`src/rtl/tournament_select_if.sv`:
```
// Fitness write-back, tournament request and result bundle for tournament_select.
// master side = fitness_eval / GA controller, slave side = the selection stage.
interface tournament_select_if #(
  parameter int SELF_FIT_LENGTH = 10,
  parameter int IDX_WIDTH       = 6
);
  logic                       gen_clear_i;
  logic                       fit_valid_i;
  logic [IDX_WIDTH-1:0]       fit_idx_i;
  logic [SELF_FIT_LENGTH-1:0] fit_energy_i;
  logic                       fit_done_i;
  logic                       sel_req_i;
  logic [IDX_WIDTH-1:0]       cand_a_i;
  logic [IDX_WIDTH-1:0]       cand_b_i;
  logic                       ready_ff_o;
  logic                       sel_valid_ff_o;
  logic [IDX_WIDTH-1:0]       sel_idx_ff_o;
  logic [SELF_FIT_LENGTH-1:0] sel_energy_ff_o;
  logic [IDX_WIDTH-1:0]       best_idx_ff_o;
  logic [SELF_FIT_LENGTH-1:0] best_energy_ff_o;

  modport master (
    output gen_clear_i, fit_valid_i, fit_idx_i, fit_energy_i, fit_done_i,
           sel_req_i, cand_a_i, cand_b_i,
    input  ready_ff_o, sel_valid_ff_o, sel_idx_ff_o, sel_energy_ff_o,
           best_idx_ff_o, best_energy_ff_o
  );

  modport slave (
    input  gen_clear_i, fit_valid_i, fit_idx_i, fit_energy_i, fit_done_i,
           sel_req_i, cand_a_i, cand_b_i,
    output ready_ff_o, sel_valid_ff_o, sel_idx_ff_o, sel_energy_ff_o,
           best_idx_ff_o, best_energy_ff_o
  );
endinterface

```
`src/rtl/tournament_select.sv`:
```
// Stores per-individual energies, tracks the lowest, then serves binary tournaments (lower wins).
// Latency 1 for write->best and request->result; no backpressure, one request per cycle in SELECT.
module tournament_select #(
  parameter int SELF_FIT_LENGTH = 10,
  parameter int POP_SIZE        = 50,
  parameter int IDX_WIDTH       = 6
) (
  input logic                clk_i,
  input logic                rst_n,
  tournament_select_if.slave bus
);

  typedef enum logic {S_LOAD = 1'b0, S_SELECT = 1'b1} state_e;

  localparam logic [SELF_FIT_LENGTH-1:0] E_MAX   = '1;
  localparam logic [IDX_WIDTH:0]         POP_LIM = (IDX_WIDTH+1)'(POP_SIZE);

  state_e                     state_q, state_d;
  logic [SELF_FIT_LENGTH-1:0] mem_q [POP_SIZE];
  logic [SELF_FIT_LENGTH-1:0] mem_d [POP_SIZE];
  logic [POP_SIZE-1:0]        loaded_q, loaded_d;
  logic                       ready_q, ready_d;
  logic                       sel_valid_q, sel_valid_d;
  logic [IDX_WIDTH-1:0]       sel_idx_q, sel_idx_d;
  logic [SELF_FIT_LENGTH-1:0] sel_energy_q, sel_energy_d;
  logic [IDX_WIDTH-1:0]       best_idx_q, best_idx_d;
  logic [SELF_FIT_LENGTH-1:0] best_energy_q, best_energy_d;

  logic                       wr_en;
  logic                       a_ok, b_ok, a_wins;
  logic [SELF_FIT_LENGTH-1:0] a_energy, b_energy;

  always_comb begin
    wr_en = (state_q == S_LOAD) && bus.fit_valid_i && ({1'b0, bus.fit_idx_i} < POP_LIM);

    // Invalid candidates read as all-ones and can only win when the other side is invalid too.
    a_ok     = ({1'b0, bus.cand_a_i} < POP_LIM) && loaded_q[bus.cand_a_i];
    b_ok     = ({1'b0, bus.cand_b_i} < POP_LIM) && loaded_q[bus.cand_b_i];
    a_energy = a_ok ? mem_q[bus.cand_a_i] : E_MAX;
    b_energy = b_ok ? mem_q[bus.cand_b_i] : E_MAX;
    a_wins   = !b_ok || (a_ok && (a_energy <= b_energy));

    state_d       = state_q;
    mem_d         = mem_q;
    loaded_d      = loaded_q;
    sel_valid_d   = 1'b0;
    sel_idx_d     = sel_idx_q;
    sel_energy_d  = sel_energy_q;
    best_idx_d    = best_idx_q;
    best_energy_d = best_energy_q;

    if (bus.gen_clear_i) begin
      state_d       = S_LOAD;
      loaded_d      = '0;
      best_idx_d    = '0;
      best_energy_d = E_MAX;
    end else if (state_q == S_LOAD) begin
      if (wr_en) begin
        mem_d[bus.fit_idx_i]    = bus.fit_energy_i;
        loaded_d[bus.fit_idx_i] = 1'b1;
        if (bus.fit_energy_i < best_energy_q) begin
          best_idx_d    = bus.fit_idx_i;
          best_energy_d = bus.fit_energy_i;
        end
      end
      // The write on this edge counts towards completion.
      if ((&loaded_d) || bus.fit_done_i) begin
        state_d = S_SELECT;
      end
    end else if (bus.sel_req_i) begin
      sel_valid_d  = 1'b1;
      sel_idx_d    = a_wins ? bus.cand_a_i : bus.cand_b_i;
      sel_energy_d = a_wins ? a_energy : b_energy;
    end

    ready_d = (state_d == S_SELECT);
  end

  always_ff @(posedge clk_i) begin
    if (!rst_n) begin
      state_q       <= S_LOAD;
      loaded_q      <= '0;
      ready_q       <= 1'b0;
      sel_valid_q   <= 1'b0;
      sel_idx_q     <= '0;
      sel_energy_q  <= '0;
      best_idx_q    <= '0;
      best_energy_q <= E_MAX;
    end else begin
      state_q       <= state_d;
      loaded_q      <= loaded_d;
      ready_q       <= ready_d;
      sel_valid_q   <= sel_valid_d;
      sel_idx_q     <= sel_idx_d;
      sel_energy_q  <= sel_energy_d;
      best_idx_q    <= best_idx_d;
      best_energy_q <= best_energy_d;
    end
  end

  // Energy storage is qualified by the loaded bits, so it needs no reset.
  always_ff @(posedge clk_i) begin
    mem_q <= mem_d;
  end

  assign bus.ready_ff_o       = ready_q;
  assign bus.sel_valid_ff_o   = sel_valid_q;
  assign bus.sel_idx_ff_o     = sel_idx_q;
  assign bus.sel_energy_ff_o  = sel_energy_q;
  assign bus.best_idx_ff_o    = best_idx_q;
  assign bus.best_energy_ff_o = best_energy_q;

endmodule
```
`src/flat_wrapper.sv`:
```
// flat-port wrapper written by rule: the top's interface ports become plain ports
module tournament_select_flat 
#(
  parameter int SELF_FIT_LENGTH = 10,
  parameter int POP_SIZE        = 50,
  parameter int IDX_WIDTH       = 6
)
  (clk_i, rst_n, bus_gen_clear_i, bus_fit_valid_i, bus_fit_idx_i, bus_fit_energy_i, bus_fit_done_i, bus_sel_req_i, bus_cand_a_i, bus_cand_b_i, bus_ready_ff_o, bus_sel_valid_ff_o, bus_sel_idx_ff_o, bus_sel_energy_ff_o, bus_best_idx_ff_o, bus_best_energy_ff_o);
  tournament_select_if #(.SELF_FIT_LENGTH(SELF_FIT_LENGTH), .IDX_WIDTH(IDX_WIDTH)) bus_i ();
  input logic clk_i;
  input logic rst_n;
  input wire logic [$bits(bus_i.gen_clear_i)-1:0] bus_gen_clear_i;
  input wire logic [$bits(bus_i.fit_valid_i)-1:0] bus_fit_valid_i;
  input wire logic [$bits(bus_i.fit_idx_i)-1:0] bus_fit_idx_i;
  input wire logic [$bits(bus_i.fit_energy_i)-1:0] bus_fit_energy_i;
  input wire logic [$bits(bus_i.fit_done_i)-1:0] bus_fit_done_i;
  input wire logic [$bits(bus_i.sel_req_i)-1:0] bus_sel_req_i;
  input wire logic [$bits(bus_i.cand_a_i)-1:0] bus_cand_a_i;
  input wire logic [$bits(bus_i.cand_b_i)-1:0] bus_cand_b_i;
  output wire logic [$bits(bus_i.ready_ff_o)-1:0] bus_ready_ff_o;
  output wire logic [$bits(bus_i.sel_valid_ff_o)-1:0] bus_sel_valid_ff_o;
  output wire logic [$bits(bus_i.sel_idx_ff_o)-1:0] bus_sel_idx_ff_o;
  output wire logic [$bits(bus_i.sel_energy_ff_o)-1:0] bus_sel_energy_ff_o;
  output wire logic [$bits(bus_i.best_idx_ff_o)-1:0] bus_best_idx_ff_o;
  output wire logic [$bits(bus_i.best_energy_ff_o)-1:0] bus_best_energy_ff_o;
  assign bus_i.gen_clear_i = bus_gen_clear_i;
  assign bus_i.fit_valid_i = bus_fit_valid_i;
  assign bus_i.fit_idx_i = bus_fit_idx_i;
  assign bus_i.fit_energy_i = bus_fit_energy_i;
  assign bus_i.fit_done_i = bus_fit_done_i;
  assign bus_i.sel_req_i = bus_sel_req_i;
  assign bus_i.cand_a_i = bus_cand_a_i;
  assign bus_i.cand_b_i = bus_cand_b_i;
  assign bus_ready_ff_o = bus_i.ready_ff_o;
  assign bus_sel_valid_ff_o = bus_i.sel_valid_ff_o;
  assign bus_sel_idx_ff_o = bus_i.sel_idx_ff_o;
  assign bus_sel_energy_ff_o = bus_i.sel_energy_ff_o;
  assign bus_best_idx_ff_o = bus_i.best_idx_ff_o;
  assign bus_best_energy_ff_o = bus_i.best_energy_ff_o;
  tournament_select #(.SELF_FIT_LENGTH(SELF_FIT_LENGTH), .POP_SIZE(POP_SIZE), .IDX_WIDTH(IDX_WIDTH)) u_core (.clk_i(clk_i), .rst_n(rst_n), .bus(bus_i));
endmodule
```
`config.mk`:
```
export PLATFORM = sky130hd
export DESIGN_NAME = tournament_select_flat
export DESIGN_NICKNAME = d
export VERILOG_FILES = /design/src/rtl/tournament_select_if.sv /design/src/rtl/tournament_select.sv /design/src/flat_wrapper.sv
export SDC_FILE = /design/constraint.sdc
export NUM_CORES = 1
export LEC_CHECK = 0
export ABC_CLOCK_PERIOD_IN_PS = 8450
export BUFFER_PORTS_ARGS = -buffer_cell sky130_fd_sc_hd__buf_2
export CAP_MARGIN = 40
export CELL_PAD_IN_SITES_DETAIL_PLACEMENT = 1
export CELL_PAD_IN_SITES_GLOBAL_PLACEMENT = 2
export CORE_UTILIZATION = 45
export CTS_CLUSTER_SIZE = 40
export DETAILED_ROUTE_END_ITERATION = 16
export PLACE_DENSITY = 0.77
export RECOVER_POWER = 50
export SYNTH_ARGS = -nofsm -noshare
export SYNTH_HDL_FRONTEND = slang
export SYNTH_SLANG_ARGS = --single-unit
export TNS_END_PERCENT = 100
```
`constraint.sdc`:
```
create_clock -name clk_i -period 8.45 [get_ports clk_i]
set_clock_uncertainty 0.1 [all_clocks]
set_input_delay 1.2675 -clock clk_i [delete_from_list [all_inputs] [get_ports clk_i]]
set_output_delay 1.2675 -clock clk_i [all_outputs]
set_load 0.05 [all_outputs]
```
* Word-level counts from Yosys, hierarchy flattened
Cells that the tools add are included.
** Cells by class
- Magnitude comparators :: 13
- Muxes and demuxes :: 25
- Bitwise gates (word level) :: 7
- Reduce and logical (&&, ||, !) cells :: 16
** Operator list (count)
- bitwise mux 500 bit :: 1
- two-way mux 50 bit :: 3
- binary-select mux 10 bit (select 6 bit) :: 2
- two-way mux 10 bit :: 8
- demux 10 bit (select 6 bit) :: 1
- bitwise OR 50 bit :: 1
- AND reduction 50 bit :: 1
- >= comparator 7 bit, second input constant :: 3
- < comparator 6 x 7 -> 1 bit, second input constant :: 3
- NOT 6 -> 7 bit :: 3
- < comparator 6 bit, second input constant :: 3
- binary-select mux 1 bit (select 6 bit) :: 2
- less-or-equal comparator 10 bit :: 1
- < comparator 10 bit :: 1
- AND reduction 3 bit :: 3
- logical AND 1 bit :: 7
- < comparator 7 x 1 -> 1 bit, second input constant :: 1
- demux 1 bit (select 6 bit) :: 1
- >= comparator 6 x 1 -> 1 bit, second input constant :: 1
- two-way mux 1 bit :: 6
- two-way mux 6 bit :: 1
- NOT 1 bit :: 3
- OR reduction 3 bit :: 1
- logical OR 1 bit :: 2
- 2 further kinds :: 2
** Word-level totals
- Bits in registers :: 584
- Input port bits :: 34
- Output and inout port bits :: 34

* Longest topological paths before layout
- Depth after elaboration :: 12
- Gate-level depth with buffers :: 22

* Least setup slack after synthesis
OpenSTA, ideal clock, no wires.
- Kind :: input to register
- Start :: input bus_cand_b_i[0]
- End :: register u_core.sel_idx_q[4] (netlist: u_core.bus.sel_idx_ff_o[4])
- Arrival :: 5177 ps
- Required time :: 8217 ps
- Setup slack :: 3040 ps
- Cell stages on the path :: 16
- Cell sequence :: buf_6 -> buf_6 -> buf_2 -> mux4_2 -> mux4_2 -> a21oi_1 -> a221o_1 -> nor2b_1 -> ha_1 -> a211oi_1 -> nor2_1 -> o41ai_1 -> a21oi_4 -> buf_6 -> mux2i_1 -> a21oi_1
** On the way
- Longest elaborated chain between the ends :: 9
- Elaborated cells on any way between the ends :: 14
** RTL lines
- start, declared :: line flat_wrapper.sv:19 : input wire logic [$bits(bus_i.cand_b_i)-1:0] bus_cand_b_i;
- NOT 6 -> 7 bit (implied by the code) :: line tournament_select.sv:40 : b_energy = b_ok ? mem_q[bus.cand_b_i] : E_MAX;
- binary-select mux 10 bit (select 6 bit) :: line tournament_select.sv:40
- two-way mux 10 bit (implied by the code) (2 in series) :: line tournament_select.sv:40
- two-way mux 10 bit :: line tournament_select.sv:40
- less-or-equal comparator 10 bit :: line tournament_select.sv:41 : a_wins = !b_ok || (a_ok && (a_energy <= b_energy));
- logical AND 1 bit :: line tournament_select.sv:41
- logical OR 1 bit * :: line tournament_select.sv:41
- two-way mux 6 bit * :: line tournament_select.sv:72 : sel_idx_d = a_wins ? bus.cand_a_i : bus.cand_b_i;
- end signal, assigned :: line tournament_select.sv:94 : sel_idx_q <= sel_idx_d;
- end, declared :: line tournament_select.sv:24 : logic [IDX_WIDTH-1:0] sel_idx_q, sel_idx_d;
Every way passes the cells marked *; elsewhere a longest branch is shown, timed or not. The select of a mux whose other input is x is not followed.
A chain may end at the register's enable or synchronous reset.

* Final worst setup path
- Start :: input bus_cand_b_i[0]
- End :: register u_core.sel_idx_q[3] (netlist: u_core.bus.sel_idx_ff_o[3])
The elaborated chain is that of the path after synthesis.

==> impl_results.md <==
- First-pass GRT wire length: 137,500 um
- Final Instance Area: approximately 32,000 um2
- CTS H-tree lvls: 3
- Crit-path max FO: between 50 and 60
- Slew @ Worst Pin: 3130 ps
- CTS clk-pin slew, worst paths: around 50 ps
- Leakage power: ~11 nW
- Final wirelength: about 95,000 um
- GRT overflow: 0
- Nature of the critical path endpoint: register
- Clk_lat worst skew: approximately 600 ps
- Mean post-synth cell area: approximately 15 um2
- Die area: around 64,000 um2
- Synth Area in Compound Gates: around 7.8%
- Die Y-Extent: between 200 and 300 um
- CP top delay family: multiplexers
- # rows: a little over 90
- Critical Path, Cell by Cell: buf_8 -> buf_4 -> mux4_2 -> mux4_2 -> nor2_1 -> a211oi_1 -> a31oi_1 -> nor2b_1 -> ha_1 -> a21oi_1 -> nor3_1 -> o41ai_1 -> buf_4 -> a21oi_4 -> mux2i_1 -> a21oi_1
- Post-CTS Resized: 0
- Syn Inst Count: roughly 1,800
- GRT Overall Usage: 30.34%
- Xor-xnor portion of the synthesized cell area: 0%
- Reg2reg start: u_core.mem_q[404]$_DFFE_PP_
- FF-to-FF path depth: 13
- Worst R2R End: u_core.bus.sel_idx_ff_o[3]$_SDFFE_PN0P_
- CP Launch Type: primary input
- Syn nets: approximately 1,900
- Hold_buf cts: 0
- Tcrit/Tclk final: roughly two thirds
- Post-layout minimum cycle time: between 5000 and 6000 ps
- Bufs and invs on worst path: 3
- Max-Cap Viols: 10
- Hold path depth: 2
- Max incr delay on CP: about 600 ps
- Final setup vio count: 0
- Async SR Flop Fraction: 0%
- Clock Path Buffers: 3
- Iter 0 DRT Violations: 1,947
- Adder-Cell Fraction of Synth Area: less than 1%
- I/O Buffers: 67
- Min-Delay Path Class: register to register
- Post-DP HPWL: 62,780 um
- Synth Warn #: 0
- Worst Hold Endpoint: u_core.bus.best_idx_ff_o[5]$_SDFFE_PP0P_
- Max-Slew Margin vs Limit: -108.7%
- Setup CP Type: primary input to register
- Vias per cell: 6.526
- Vias in the first global route: ~19,000
- Placer Congestion: 0.8615
- Setup bufs post-CTS: 0
- EDFF count, synth: 500
- Clk sinks: slightly below 600
- Largest family of logic cells by synthesized area: multiplexers
- RSZ-0062 raised after global routing: no
- Ranking of synthesized cells by area: edfxtp_1 (53%), mux4_2 (16%), mux2i_1 (7.5%)
- WP data required: about 8800 ps
- R2r setup slk: 4190 ps
- Nets: roughly 2,000
- Hold_sp: u_core.bus.best_idx_ff_o[5]$_SDFFE_PP0P_
- Setup TNS Final: 0 ps
- Share of layout cells above drive strength 1: roughly a quarter
- DRC: 0
- Synth Register Bits: roughly 580
- Status: finished with violations
- CTS tree: built
- Via count: approximately 19,000
- Synth Cell Area: 28,270 um2
- Fmax: about 180 MHz
- Num CTS Buffers: 67
- First-pass DRT Iterations: 5
- Routed len/inst: roughly 34 um
- Core Footprint: a little over 60,000 um2
- Area delta synth->final: 12.69%
- Fin. Hold Viols: 0
- Post-synthesis sequential area ratio: roughly three fifths
- Max rail drop VDD: around 150 uV
- Largest net degree at the start of global routing: 74
- Slowest-stage cell, CP: mux4_2
- I/O pin count: between 60 and 70
- Commonest non-fill, non-tap cell in the layout: edfxtp_1
- Final slew viol count: between 500 and 600
- Failing checks: max-capacitance violations, max-slew violations
- Pwr/cell area: 207.3 nW/um2
- Top-area cell type share of the netlist area: ~53%
- Area leader, netlist: edfxtp_1
- Commonest register cell after synthesis: edfxtp_1
- Library cells used by synthesis: 64
- Initial antenna violation count: 5
- Mux share of post-synthesis cell area: about a quarter
- Initial core utilization: about 46%
- CP Data Arrival Time: 5960 ps
- Placed Area: between 20,000 and 30,000 um2
- Final ANT Viol Nets: 0
- Simple-gate portion of the synthesized area: between 5 and 6%
- Root buffer cell: clkbuf_16
- Leading cell types in the layout, fill and taps excluded: edfxtp_1 (500), mux2i_1 (213), mux4_2 (197), nor2_1 (143), a21oi_1 (105)
- Die W: 252.7 um
## tightest hold or removal path, cell delays in order (launching register included)
cell     delay (ps)
dfxtp_1         320
mux2i_1          70
nor2_1           70
## report_power, final
part | total [mW] | internal [mW] | switching (mW)
clock network | 2.86 | 1.69 | 1.17
registers | 3.15 | 3.14 | 0.00619
logic | 0.599 | 0.202 | 0.397
total | 6.60 | 5.03 | 1.58
## routing by layer
| layer | wire length, um | global-route usage (%) | up-vias |
|---|---|---|---|
| met2 | 43730 | 46.56 | 893 |
| met1 | 39310 | 41.95 | 9748 |
| met5 | 36 | 0 | - |
| met3 | 9250 | 8.023 | 158 |
| li1 | - | - | 7702 |
| met4 | 2872 | 10.15 | 6 |
## worst max-delay path by stage
| stage | end | slack [ps] | cells after the start | start |
|---|---|---|---|---|
| after floorplan | u_core.bus.sel_idx_ff_o[4]$_SDFFE_PN0P_ | 3040 | 16 | bus_cand_b_i[0] |
| after CTS | u_core.bus.sel_idx_ff_o[4]$_SDFFE_PN0P_ | 2850 | 16 | bus_cand_b_i[0] |
| after detailed placement | u_core.bus.sel_idx_ff_o[4]$_SDFFE_PN0P_ | 2260 | 16 | bus_cand_b_i[0] |
| after global routing | u_core.bus.sel_idx_ff_o[4]$_SDFFE_PN0P_ | 2540 | 16 | bus_cand_b_i[0] |
| final | u_core.bus.sel_idx_ff_o[3]$_SDFFE_PN0P_ | 2840 | 16 | bus_cand_b_i[0] |
| after global placement | u_core.bus.sel_idx_ff_o[3]$_SDFFE_PN0P_ | 2290 | 17 | bus_cand_b_i[0] |
## cells in the mapped netlist (2+ instances only)
cell type	number
nand2b_1	30
o22ai_1	20
a22oi_1	36
or3b_1	3
edfxtp_1	500
and3_1	2
o221ai_1	52
clkbuf_1	57
buf_6	21
dfxtp_1	84
buf_1	13
a221oi_2	2
mux4_2	197
mux2i_1	213
o211ai_1	20
buf_4	20
nand4_1	4
nor2b_1	24
a21oi_1	105
a211oi_1	4
ha_1	19
inv_1	21
a221oi_1	4
buf_2	28
nor3b_1	4
nor4_1	9
mux2_2	9
nand2_1	56
a221o_1	2
a21o_1	4
a22o_1	2
o21ai_1	6
a41oi_1	2
nand3_1	23
nand3b_1	3
a2111oi_0	6
nor3_1	17
or3_1	3
nor2_1	143
a31oi_1	20
o21ai_0	27
and3b_1	3
and2_1	7
## sequential cells by signal (all words and copies together), names as in the netlist
signal and flops:
u_core.mem_q 500, u_core.loaded_q 50, u_core.bus.best_energy_ff_o 10, u_core.bus.sel_energy_ff_o 10
u_core.bus.best_idx_ff_o 6, u_core.bus.sel_idx_ff_o 6, u_core.bus.sel_valid_ff_o 1, u_core.state_q 1
## area by class of cell
type	instances	area (um2)
diodes	2	5.005
clock buffers	91	1892
clock inverters	27	227.7
fillers	5952	30080
inverters	22	83.83
multi-input cells	1101	10730
flip-flops and latches	584	16700
well taps	837	1047
repair buffers	172	1185
## through the flow
| step | power (mW) | hold slack, ps | utilization, % | worst slack, ps | std cells |
|---|---|---|---|---|---|
| 2_1_floorplan | 3.564 | 359.9 | - | 3040 | 1846 |
| 3_3_place_gp | 3.785 | 373.8 | 47.73 | 2287 | 2691 |
| 3_5_place_dp | 3.797 | 389.3 | 48.14 | 2257 | 2716 |
| 4_1_cts | 6.633 | 404.4 | 51.56 | 2854 | 2834 |
| 5_1_grt | 6.761 | 434.0 | 51.43 | 2536 | 2834 |
| 6_report | 6.604 | 395.5 | 51.44 | 2843 | 2836 |
## cells by family after synthesis
logic type,Yosys count
flops,584
simple gates,337
mux,420
fa+ha+maj,19
buf+inv,161
compound gates,325
Power figures use the tool's default switching activity.
